--- src/rtl/pool_window_sequencer.sv ---
// Sequencer around an external combinational 2x2 max-pool datapath.
// Buffers one IMG_H x IMG_W frame from a valid/ready pixel stream, then walks
// 2x2 windows in row-major order at STRIDE, presenting each window on pix_*,
// capturing max_pixel and emitting it on a back-pressurable valid/ready stream.
// Ports:
//   clk, rst                 clock, synchronous active-high reset
//   start                    begin a frame (honoured only when idle)
//   in_valid/in_ready/in_data  pixel input stream, row-major
//   pix_00..pix_11           registered window pixels to the datapath
//   max_pixel                datapath result
//   out_valid/out_ready/out_data/out_last  pooled result stream
//   busy                     not idle
//   done                     one-cycle pulse after the final output handshake
module pool_window_sequencer #(
  parameter int unsigned DATA_W = 8,
  parameter int unsigned IMG_W  = 3,
  parameter int unsigned IMG_H  = 3,
  parameter int unsigned STRIDE = 1
) (
  input  logic              clk,
  input  logic              rst,
  input  logic              start,
  input  logic              in_valid,
  input  logic [DATA_W-1:0] in_data,
  output logic              in_ready,
  output logic [DATA_W-1:0] pix_00,
  output logic [DATA_W-1:0] pix_01,
  output logic [DATA_W-1:0] pix_10,
  output logic [DATA_W-1:0] pix_11,
  input  logic [DATA_W-1:0] max_pixel,
  output logic              out_valid,
  output logic [DATA_W-1:0] out_data,
  output logic              out_last,
  input  logic              out_ready,
  output logic              busy,
  output logic              done
);

  localparam int unsigned OUT_W  = (IMG_W - 2) / STRIDE + 1;
  localparam int unsigned OUT_H  = (IMG_H - 2) / STRIDE + 1;
  localparam int unsigned N_PIX  = IMG_W * IMG_H;
  localparam int unsigned ADDR_W = (N_PIX > 1) ? $clog2(N_PIX) : 1;
  localparam int unsigned WC_W   = (OUT_W > 1) ? $clog2(OUT_W) : 1;
  localparam int unsigned WR_W   = (OUT_H > 1) ? $clog2(OUT_H) : 1;

  localparam logic [2:0] IDLE  = 3'd0;
  localparam logic [2:0] LOAD  = 3'd1;
  localparam logic [2:0] SETUP = 3'd2;
  localparam logic [2:0] ISSUE = 3'd3;
  localparam logic [2:0] EMIT  = 3'd4;

  logic [2:0]        state;
  logic [2:0]        state_nxt;
  logic [ADDR_W-1:0] load_cnt;
  logic [WC_W-1:0]   wc;
  logic [WR_W-1:0]   wr;
  logic [ADDR_W-1:0] org_addr;
  logic              last_win;
  logic              last_beat;
  logic [DATA_W-1:0] frame_buf [N_PIX];

  // Top-left buffer address of the current window.
  always_comb begin
    org_addr = ADDR_W'((32'(wr) * STRIDE) * IMG_W + 32'(wc) * STRIDE);
  end

  assign last_win  = (wr == WR_W'(OUT_H - 1)) && (wc == WC_W'(OUT_W - 1));
  assign last_beat = (load_cnt == ADDR_W'(N_PIX - 1));

  // Next-state logic.
  always_comb begin
    state_nxt = state;
    unique case (state)
      IDLE:    if (start) state_nxt = LOAD;
      LOAD:    if (in_valid && last_beat) state_nxt = SETUP;
      SETUP:   state_nxt = ISSUE;
      ISSUE:   state_nxt = EMIT;
      EMIT:    if (out_ready) state_nxt = last_win ? IDLE : SETUP;
      default: state_nxt = IDLE;
    endcase
  end

  // State register.
  always_ff @(posedge clk) begin
    if (rst) state <= IDLE;
    else     state <= state_nxt;
  end

  // Frame buffer; contents are don't-care after reset.
  always_ff @(posedge clk) begin
    if (state == LOAD && in_valid) frame_buf[load_cnt] <= in_data;
  end

  // Counters and registered outputs.
  always_ff @(posedge clk) begin
    if (rst) begin
      in_ready  <= 1'b0;
      busy      <= 1'b0;
      done      <= 1'b0;
      out_valid <= 1'b0;
      out_last  <= 1'b0;
      out_data  <= '0;
      pix_00    <= '0;
      pix_01    <= '0;
      pix_10    <= '0;
      pix_11    <= '0;
      load_cnt  <= '0;
      wc        <= '0;
      wr        <= '0;
    end else begin
      // Flags track the state being entered so they line up with it.
      in_ready <= (state_nxt == LOAD);
      busy     <= (state_nxt != IDLE);
      done     <= 1'b0;
      unique case (state)
        IDLE: begin
          if (start) begin
            load_cnt <= '0;
            wc       <= '0;
            wr       <= '0;
          end
        end
        LOAD: begin
          if (in_valid) load_cnt <= load_cnt + ADDR_W'(1);
        end
        SETUP: begin
          pix_00 <= frame_buf[org_addr];
          pix_01 <= frame_buf[org_addr + ADDR_W'(1)];
          pix_10 <= frame_buf[org_addr + ADDR_W'(IMG_W)];
          pix_11 <= frame_buf[org_addr + ADDR_W'(IMG_W + 1)];
        end
        ISSUE: begin
          out_data  <= max_pixel;
          out_valid <= 1'b1;
          out_last  <= last_win;
        end
        EMIT: begin
          if (out_ready) begin
            out_valid <= 1'b0;
            if (last_win) begin
              out_last <= 1'b0;
              done     <= 1'b1;
            end else if (wc == WC_W'(OUT_W - 1)) begin
              wc <= '0;
              wr <= wr + WR_W'(1);
            end else begin
              wc <= wc + WC_W'(1);
            end
          end
        end
        default: ;
      endcase
    end
  end

endmodule

--- config.mk ---
export PLATFORM = sky130hd
export DESIGN_NAME = pool_window_sequencer
export DESIGN_NICKNAME = d
export VERILOG_FILES = /design/src/rtl/pool_window_sequencer.sv
export SDC_FILE = /design/constraint.sdc
export NUM_CORES = 1
export LEC_CHECK = 0
export ABC_AREA = 1
export BUFFER_PORTS_ARGS = -buffer_cell sky130_fd_sc_hd__buf_2
export CAP_MARGIN = 20
export CORE_UTILIZATION = 35
export DETAILED_ROUTE_END_ITERATION = 8
export PLACE_DENSITY = 0.57
export REMOVE_ABC_BUFFERS = 1
export SYNTH_ARGS = -nofsm -noshare
export SYNTH_HDL_FRONTEND = slang
export SYNTH_SLANG_ARGS = --single-unit
--- constraint.sdc ---
create_clock -name clk -period 1.6 [get_ports clk]
set_input_delay 0.32 -clock clk [delete_from_list [all_inputs] [get_ports clk]]
set_output_delay 0.32 -clock clk [all_outputs]
set_load 0.01 [all_outputs]
==> results by stage, run 1 <==
Outcome:
- The final reports fail on negative setup slack.
- The flow ran to the end, but the final reports show violations.

Die:
- The floorplan step defined a die boundary enclosing around 18000 sq um.
- The core region is around 17000 sq um.
- The vertical extent of the die is around 130 um.
- The initial cell density of the core is 36.3%.
- The number of rows in the core area is 47.
- 66 I/O pins were placed.
- The chip width is between 100 and 150 um.

Power:
- The total leakage power is about 3.4 nW.
- The internal portion of the total power is about 6.2 mW.
- Of the total power, combinational logic draws between 15 and 20%.
- The power density of the placed cells is roughly 1100 nW/um^2.
- The worst supply voltage drop on vdd is approximately 0.56 mV.
- The clock network power share is between 40% and 50%.
- The share of power burned in registers is just over 40%.
- Of the total power, the share spent switching nets is 26.3%.
- The net switching power figure is roughly 2.2 mW.
- After layout, the design draws a total of 8.40 mW.

Critical path:
- The critical path endpoint category is a flop.
- The data arrival at the endpoint of the critical path is between 1.5 and 2 ns.
- The critical path contains buffers and inverters numbering 3 combined.
- The largest single stage delay on the critical path is about 0.37 ns.
- The maximum fanout count along the critical path is 17.
- The critical path's top delay family is simple AND/OR/NAND/NOR gates.
- In this design, the critical path's most frequently occurring cell is sky130_fd_sc_hd__nand2_1.
- In this run the critical register-to-register path is launched from wc.
- The required time of the critical path is about 1.9 ns.
- The critical path goes through inv_2, ha_4, inv_8, buf_12, nand2_1, nand3_1, nand3_1, nand2_1, nand2_1, a21oi_1.
- In this run the critical register-to-register path is captured at pix_01[6].
- The number of cells on the worst reg-to-reg path is 10.
- On the critical path, the stage with the largest delay is an instance of sky130_fd_sc_hd__ha_4.
- The category of the most critical setup path is flop to flop.
- In this run the register-to-register setup slack is -0.01 ns.
- The type of element launching the critical path is a flop.

Routing:
- The vias per cell is approximately 5.
- The length of the first detailed-routing pass in iterations is 4.
- The detailed router placed 5352 vias in this run.
- The routed wire length per instance is approximately 16 um.
- The post-detailed-route DRC marker count is 0.
- After the first detailed-routing iteration, the DRC count stood at around 440.
- The number of antenna-violating nets in the routed design is 0.
- Summed over all layers, the routed wires come to approximately 17 mm.

Cells and area:
- The library cell used most frequently in the layout, excluding fill and tap cells, is sky130_fd_sc_hd__nand2_1.
- In the final layout, the share of cells above drive strength 1 is about a quarter.
- In the layout the commonest cells are 184 x sky130_fd_sc_hd__nand2_1, 149 x sky130_fd_sc_hd__nand3_1, 72 x sky130_fd_sc_hd__edfxtp_1.
- Measured on the finished design, the core utilization comes to 46.0%.
- The net count of the finished layout is 850.
- From synthesis to final layout, the design area changed by 26.8%.
- The number of diodes added for antenna fixing is 0.

Global route:
- The largest net degree at the start of global routing is 43.
- The initial antenna violation count was 0.
- The first-pass GRT wire length is between 20 and 30 mm.
- The global-route usage over all layers is between 15 and 20%.
- The total overflow left after global routing is 0.
- The via count of the first global-routing pass came to slightly below 5000.

Clock network:
- TritonCTS built the clock tree.
- The maximum clock path buffer count is 2.
- The source-to-sink clock delay at the later pin of the worst-skew pair is 0.42 ns.
- Buffers inserted to repair hold after CTS numbered 0.
- The H-tree was split into 4 levels.
- The cell at the root of the clock tree is sky130_fd_sc_hd__clkbuf_16.
- The number of clock buffers inserted by TritonCTS is 17.
- The number of clock sinks is roughly 130.
- After clock tree synthesis, the clock-pin slew on the worst setup and hold paths is approximately 0.05 ns.

Min path:
- The path class of the tightest hold or removal check is primary input to flop.
- The end point of the worst hold path is out_last.
- The cell depth of the worst min-delay path is 2.
- The startpoint identified for the worst hold timing path is rst.

Synthesis:
- For this run, the number of Yosys warnings is 0.
- The number of cells produced by synthesis is 725.
- In the synthesized netlist the async set-or-reset flop fraction comes to 0%.
- After synthesis, the netlist uses 28 different library cells.
- The number of flops mapped to enable cells by yosys is 72.
- The portion of synthesized area spent on multiplexers is 0%.
- The average instance in the mapped netlist occupies 8.42 sq um.
- The sequential fraction of the synthesis area is 53.1%.
- The area of the mapped netlist is 6110 sq um.
- The main combinational cell family by area after synthesis is simple AND/OR/NAND/NOR gates.
- The synthesized netlist devotes ~2.0% of its cell area to adder and majority cells.
- The main flop type after synthesis is sky130_fd_sc_hd__edfxtp_1.
- The synthesized netlist devotes 0% of its cell area to XOR and XNOR gates.
- The synthesized netlist devotes a little under 30% of its cell area to simple gates.
- The number of synthesized register bits is about 130.
- The synthesized netlist devotes between 8 and 9% of its cell area to compound gates.

Timing:
- The clock skew after layout is between 0.007 and 0.008 ns.
- The final hold slack is 0.135 ns.
- Static timing analysis puts the maximum clock frequency at 620 MHz.
- The setup violation total in the final timing report is 6.
- The final max-slew violation count is 0.
- The slew of the pin with the lowest slew margin is 0.326 ns.
- The share of the cycle needed by the critical path after routing is 101%.
- The total negative slack is -0.0499 ns.
- Setup repair after global routing could not meet its margin everywhere.
- The number of endpoints with negative hold slack in the final report came to 0.
- Once routing completed, OpenROAD measured the worst setup slack at -0.0133 ns.
- Headroom to the max-slew limit came out at 78.2%.
- The final critical path time including I/O delays and setup is approximately 1.6 ns.

Placement:
- The HPWL after detailed placement is ~12 mm.
- The congestion estimate from routability-driven global placement came to about 0.88.
- Before CTS, the worst setup slack after placement is -0.147 ns.
- In this run the tool buffered the top-level ports with between 60 and 70 buffer cells.

Flow run:
- The total of max-cap violations is 0.
[how the worst max path moves through the flow]
stage	start	to	depth (start not counted)
2_1_floorplan	wc	pix_10[4]	7
3_3_place_gp	wc	pix_01[6]	7
3_5_place_dp	wc	pix_10[7]	7
4_1_cts	wc	pix_00[3]	11
5_1_grt	wc	pix_10[3]	10
6_report	wc	pix_01[6]	10
[synthesized netlist by cell type (all sizes together), types with 8 or more instances]
library cell	number	area, sq um
nand2	197	752
nand3	171	873
edfxtp	72	2160
a21oi	55	275
dfxtp	54	1080
inv	42	160
o21ai	36	180
buf	32	218
nor2	26	103
nor3	11	66.3
ha	10	125
clkbuf	8	30.0
o21a	8	60.1
[cells by family after synthesis]
family | after synthesis
flops | 126
simple gates | 406
compound gates | 100
buf+inv | 83
fa+ha+maj | 10
[final cells by class]
class	instances	area, sq um
Fill cell	1628	9070
Tap cell	220	275
Inverter	43	175
Sequential cell	126	3250
Timing Repair Buffer	115	876
Clock inverter	7	36.3
Multi-Input combinational cell	516	2630
Clock buffer	25	508
[stage by stage]
step / cell area [sq um] / cells
finish: 7740 / 1052
global route: 7740 / 1052
CTS: 7540 / 1049
detailed placement: 6920 / 1016
global placement: 6920 / 1016
floorplan: 5860 / 685
[power by group through the flow]
| stage | sequential (mW) | combinational [mW] | clock, mW |
|---|---|---|---|
| floorplan | 3.54 | 0.749 | 0 |
| global placement | 3.54 | 1.24 | 0 |
| detailed placement | 3.54 | 1.24 | 0 |
| CTS | 3.48 | 1.31 | 3.56 |
| global route | 3.48 | 1.58 | 3.71 |
| finish | 3.48 | 1.44 | 3.48 |
[registers in the layout, indices dropped and copies added, names as in the netlist]
| name | count |
|---|---|
| frame_buf | 72 |
| out_data | 8 |
| pix_00 | 8 |
| pix_01 | 8 |
| pix_10 | 8 |
| pix_11 | 8 |
| load_cnt | 4 |
| state | 3 |
| busy | 1 |
| done | 1 |
| in_ready | 1 |
| out_last | 1 |
| out_valid | 1 |
| wc | 1 |
| wr | 1 |
[what timing repair did]
item                                    in CTS  in global routing
pin swaps                                    2                  4
buffers inserted                             0                  0
resized for setup                           14                 36
cloned                                       1                  3
hold endpoints to repair                     0                  0
endpoints found under the setup margin      30                 28
[layer usage]
layer  global-route usage (%)  wire length, um  vias to the layer above  share of wire, %
met2                     27.4             7320                      195                43
met5                        0                0                        -                 0
met1                     29.3             8260                     2471                49
met4                     5.43              188                        0               1.1
met3                     4.65             1100                       17               6.5
li1                         -                -                     2669                 -
No activity file was read; power rests on OpenSTA's default activity.
==> inputs of run 2 (changes only) <==
--- a/config.mk
+++ b/config.mk
@@ -6,8 +6,9 @@
 export NUM_CORES = 1
 export LEC_CHECK = 0
 export ABC_AREA = 1
-export BUFFER_PORTS_ARGS = -buffer_cell sky130_fd_sc_hd__buf_2
+export BUFFER_PORTS_ARGS = -buffer_cell sky130_fd_sc_hd__clkbuf_2
 export CAP_MARGIN = 20
+export CORE_MARGIN = 2
 export CORE_UTILIZATION = 35
 export DETAILED_ROUTE_END_ITERATION = 8
 export PLACE_DENSITY = 0.57
==> run 2 against run 1 <==
First-iteration DRC count increased by 1.4%; hold slack worse by 0.0033 ns; combinational power is 20% higher; routed wire length up 12%; clock power up 6.9%; critical path type unchanged; the flow still finishes with violations (negative setup slack); core utilization rose by 2.4 points; sequential share of layout area decreased by 2.9 points; cell area rose by 7.4%; clock skew fell by 0.00077 ns; critical path depth shrank 1; highest routed layer unchanged; power up 6.4%.
==> results by stage, run 2 (synthesis results as in run 1) <==
Outcome:
- The run finished, with violations left.
- The final reports fail on negative setup slack.

Critical path:
- The required time of the critical path is 1.91 ns (about the same).
- The data arrival at the endpoint of the critical path was 1.97 ns (+0.06 ns).
- STA classifies the critical path endpoint as a flop.
- The maximum fanout count along the critical path came to 7 (-10).
- The category of the most critical setup path is flop to flop.
- The type of element launching the critical path is a flop.

Clock network:
- The number of clock sinks came to 126 (unchanged).
- The source-to-sink clock delay at the later pin of the worst-skew pair was 0.42 ns (about the same).
- The number of clock buffers inserted by TritonCTS came to 17 (unchanged).
- The total of hold buffers inserted after clock tree synthesis is 0 (unchanged).
- The maximum clock path buffer count is 2 (unchanged).
- The post-CTS clock slew at the launch and capture registers of the worst setup and hold paths is 0.06 ns (about the same).
- TritonCTS built the clock tree.
- The number of H-tree levels is 4 (unchanged).
- The cell at the root of the clock tree is sky130_fd_sc_hd__clkbuf_16.

Routing:
- The routed wire length per instance is 17.5 um (+9.5%).
- The length of the first detailed-routing pass in iterations is 8 (+4).
- The post-detailed-route DRC marker count is 0 (unchanged).
- The number of antenna-violating nets in the routed design is 0 (unchanged).
- The total number of vias came to 5547 (+3.6%).
- The vias per cell is 5.16 (+1.5%).
- The final wirelength is 18.8 mm (+12%).
- The number of DRC violations after detailed-routing iteration 0 came to 450 (+1.4%).

Timing:
- Setup repair after global routing could not meet its margin everywhere.
- The worst setup slack after layout is -0.0624 ns (-0.0491 ns).
- The clock skew after layout is 0.00697 ns (-0.000766 ns).
- The total negative slack is -0.181 ns (-0.131 ns).
- The headroom to the max-slew limit was 73.6% (-4.6 points).
- The share of the cycle needed by the critical path after routing is 104% (+3.1 points).
- The final max-slew violation count came to 0 (unchanged).
- The final critical path time including I/O delays and setup was 1.66 ns (+0.0491 ns).
- The final hold slack is 0.131 ns (-0.00327 ns).
- The maximum operating frequency is 602 MHz (-3.0%).
- The number of endpoints with negative hold slack in the final report is 0 (unchanged).
- The setup violation total in the final timing report is 8 (+2).
- The slew of the pin with the lowest slew margin is 0.395 ns (+0.0689 ns).

Global route:
- The largest net degree at the start of global routing is 34 (-21%).
- The initial antenna violation count is 0 (unchanged).
- The global-route usage over all layers is 20.3% (+0.88 points).
- The via count of the first global-routing pass is 5109 (+5.6%).
- The residual overflow from global routing came to 0 (unchanged).
- The first-pass GRT wire length is 28.0 mm (+5.6%).

Power:
- The total leakage power is 3.57 nW (+5.3%).
- The power density of the placed cells is 1070 nW/um^2 (-0.93%).
- The power after layout is 8.94 mW (+6.4%).
- The worst supply voltage drop on vdd is 0.538 mV (-4.2%).

Die:
- The number of rows in the core area came to 48 (+2.1%).
- The vertical extent of the die is 136 um (+1.5%).
- The I/O pin total is 66 (unchanged).
- The total core area was 17200 sq um (+2.1%).
- The initial cell density of the core came to 35.6% (-0.76 points).
- The chip width is 136 um (+1.5%).
- The floorplan die area is 18500 sq um (+3.0%).

Placement:
- The count of input and output buffers is 65 (unchanged).
- The last weighted congestion value of the routability-driven placer is 0.874 (-0.74%).
- The post-detailed-placement cell area is 7030 sq um (+1.6%).
- The HPWL after detailed placement is 12.3 mm (+4.1%).

Cells and area:
- The register with the most flip-flops is frame_buf.
- The number of nets in the finished design is 867 (+2.0%).
- Leaving out fill and tap cells, the most frequent cell in the layout is sky130_fd_sc_hd__nand2_1.
- The filler cell count is 1644 (+0.98%).
- The area of all placed cells without fillers is 8320 sq um (+7.4%).
- In the layout the commonest cells are 169 x sky130_fd_sc_hd__nand2_1, 128 x sky130_fd_sc_hd__nand3_1, 72 x sky130_fd_sc_hd__edfxtp_1.
- The number of diodes added for antenna fixing is 0 (unchanged).
- The number of flip-flops under the largest register name is 72 (unchanged).
- The post-synthesis to final-layout area growth is 36.2%.
- The fraction of layout cells with a size suffix above 1 is 33.0% (+9.1 points).

Flow run:
- The total of max-cap violations came to 0 (unchanged).

Min path:
- The min-delay analysis places its worst path in the category primary input to flop.
run 2: changes by cell type in the layout (fill, tap and decap cells not counted), moves of 6 or more:
cell	change
sky130_fd_sc_hd__clkbuf_2	+65
sky130_fd_sc_hd__a21oi_2	+14
sky130_fd_sc_hd__a21oi_1	-18
sky130_fd_sc_hd__buf_12	+6
sky130_fd_sc_hd__nand3_2	+21
sky130_fd_sc_hd__nand2_2	+13
sky130_fd_sc_hd__buf_2	-65
sky130_fd_sc_hd__nand3_1	-21
sky130_fd_sc_hd__nand2_1	-15
run 2: through the flow:
step | instances | worst slack (ns) | util [%]
2_1_floorplan | 685 | -1.55 | -
6_report | 1074 | -0.0624 | 48.4
3_5_place_dp | 1030 | -0.131 | 40.9
3_3_place_gp | 1030 | -0.106 | 40.9
4_1_cts | 1066 | -0.00245 | 45.1
5_1_grt | 1074 | -0.102 | 48.4
run 2: metal layers:
layer	wire (um)	vias up	track usage [%]
li1	-	2718	-
met1	8510	2590	28.7
met2	8720	213	30.3
met3	1270	26	4.47
met4	344	0	7.75
met5	0	-	0
run 2: critical path, stage by stage (launching register included):
cell	delay [ns]
sky130_fd_sc_hd__dfxtp_2	0.34
sky130_fd_sc_hd__inv_2	0.05
sky130_fd_sc_hd__ha_4	0.26
sky130_fd_sc_hd__buf_12	0.16
sky130_fd_sc_hd__clkbuf_16	0.17
sky130_fd_sc_hd__nand2_4	0.07
sky130_fd_sc_hd__clkinvlp_4	0.11
sky130_fd_sc_hd__buf_6	0.15
sky130_fd_sc_hd__a21oi_2	0.16
sky130_fd_sc_hd__a21oi_2	0.07
run 2: layout make-up:
type | instances | area (sq um) | share of cell area [%]
clock buffer | 18 | 429 | 5.16
clock inverter | 14 | 145 | 1.75
tap | 225 | 282 | 3.39
inverter | 43 | 173 | 2.08
sequential | 126 | 3250 | 39.0
timing repair buffer | 132 | 1160 | 14.0
multi-input combinational | 516 | 2880 | 34.6
run 2: worst paths after layout:
kind	from	to	slack (ns)	depth (start not counted)
worst max-delay path	wr	pix_01[1]	-0.06	9
worst max register to register	wr	pix_01[1]	-0.06	9
worst min register to register	out_last	out_last	0.47	2
worst min-delay path	rst	out_valid	0.13	2
run 2: what timing repair did:
| item | in CTS | in global routing |
|---|---|---|
| pin swaps | 6 | 46 |
| gates cloned | 1 | 6 |
| buffers inserted | 3 | 2 |
| setup endpoints to repair | 26 | 39 |
| resized for setup | 28 | 100 |
run 2: power by group:
part | switching (mW) | leakage (nW) | internal (mW)
logic | 1.03 | 2.21 | 0.704
clock network | 1.44 | 0.274 | 2.28
registers | 0.0215 | 1.09 | 3.46
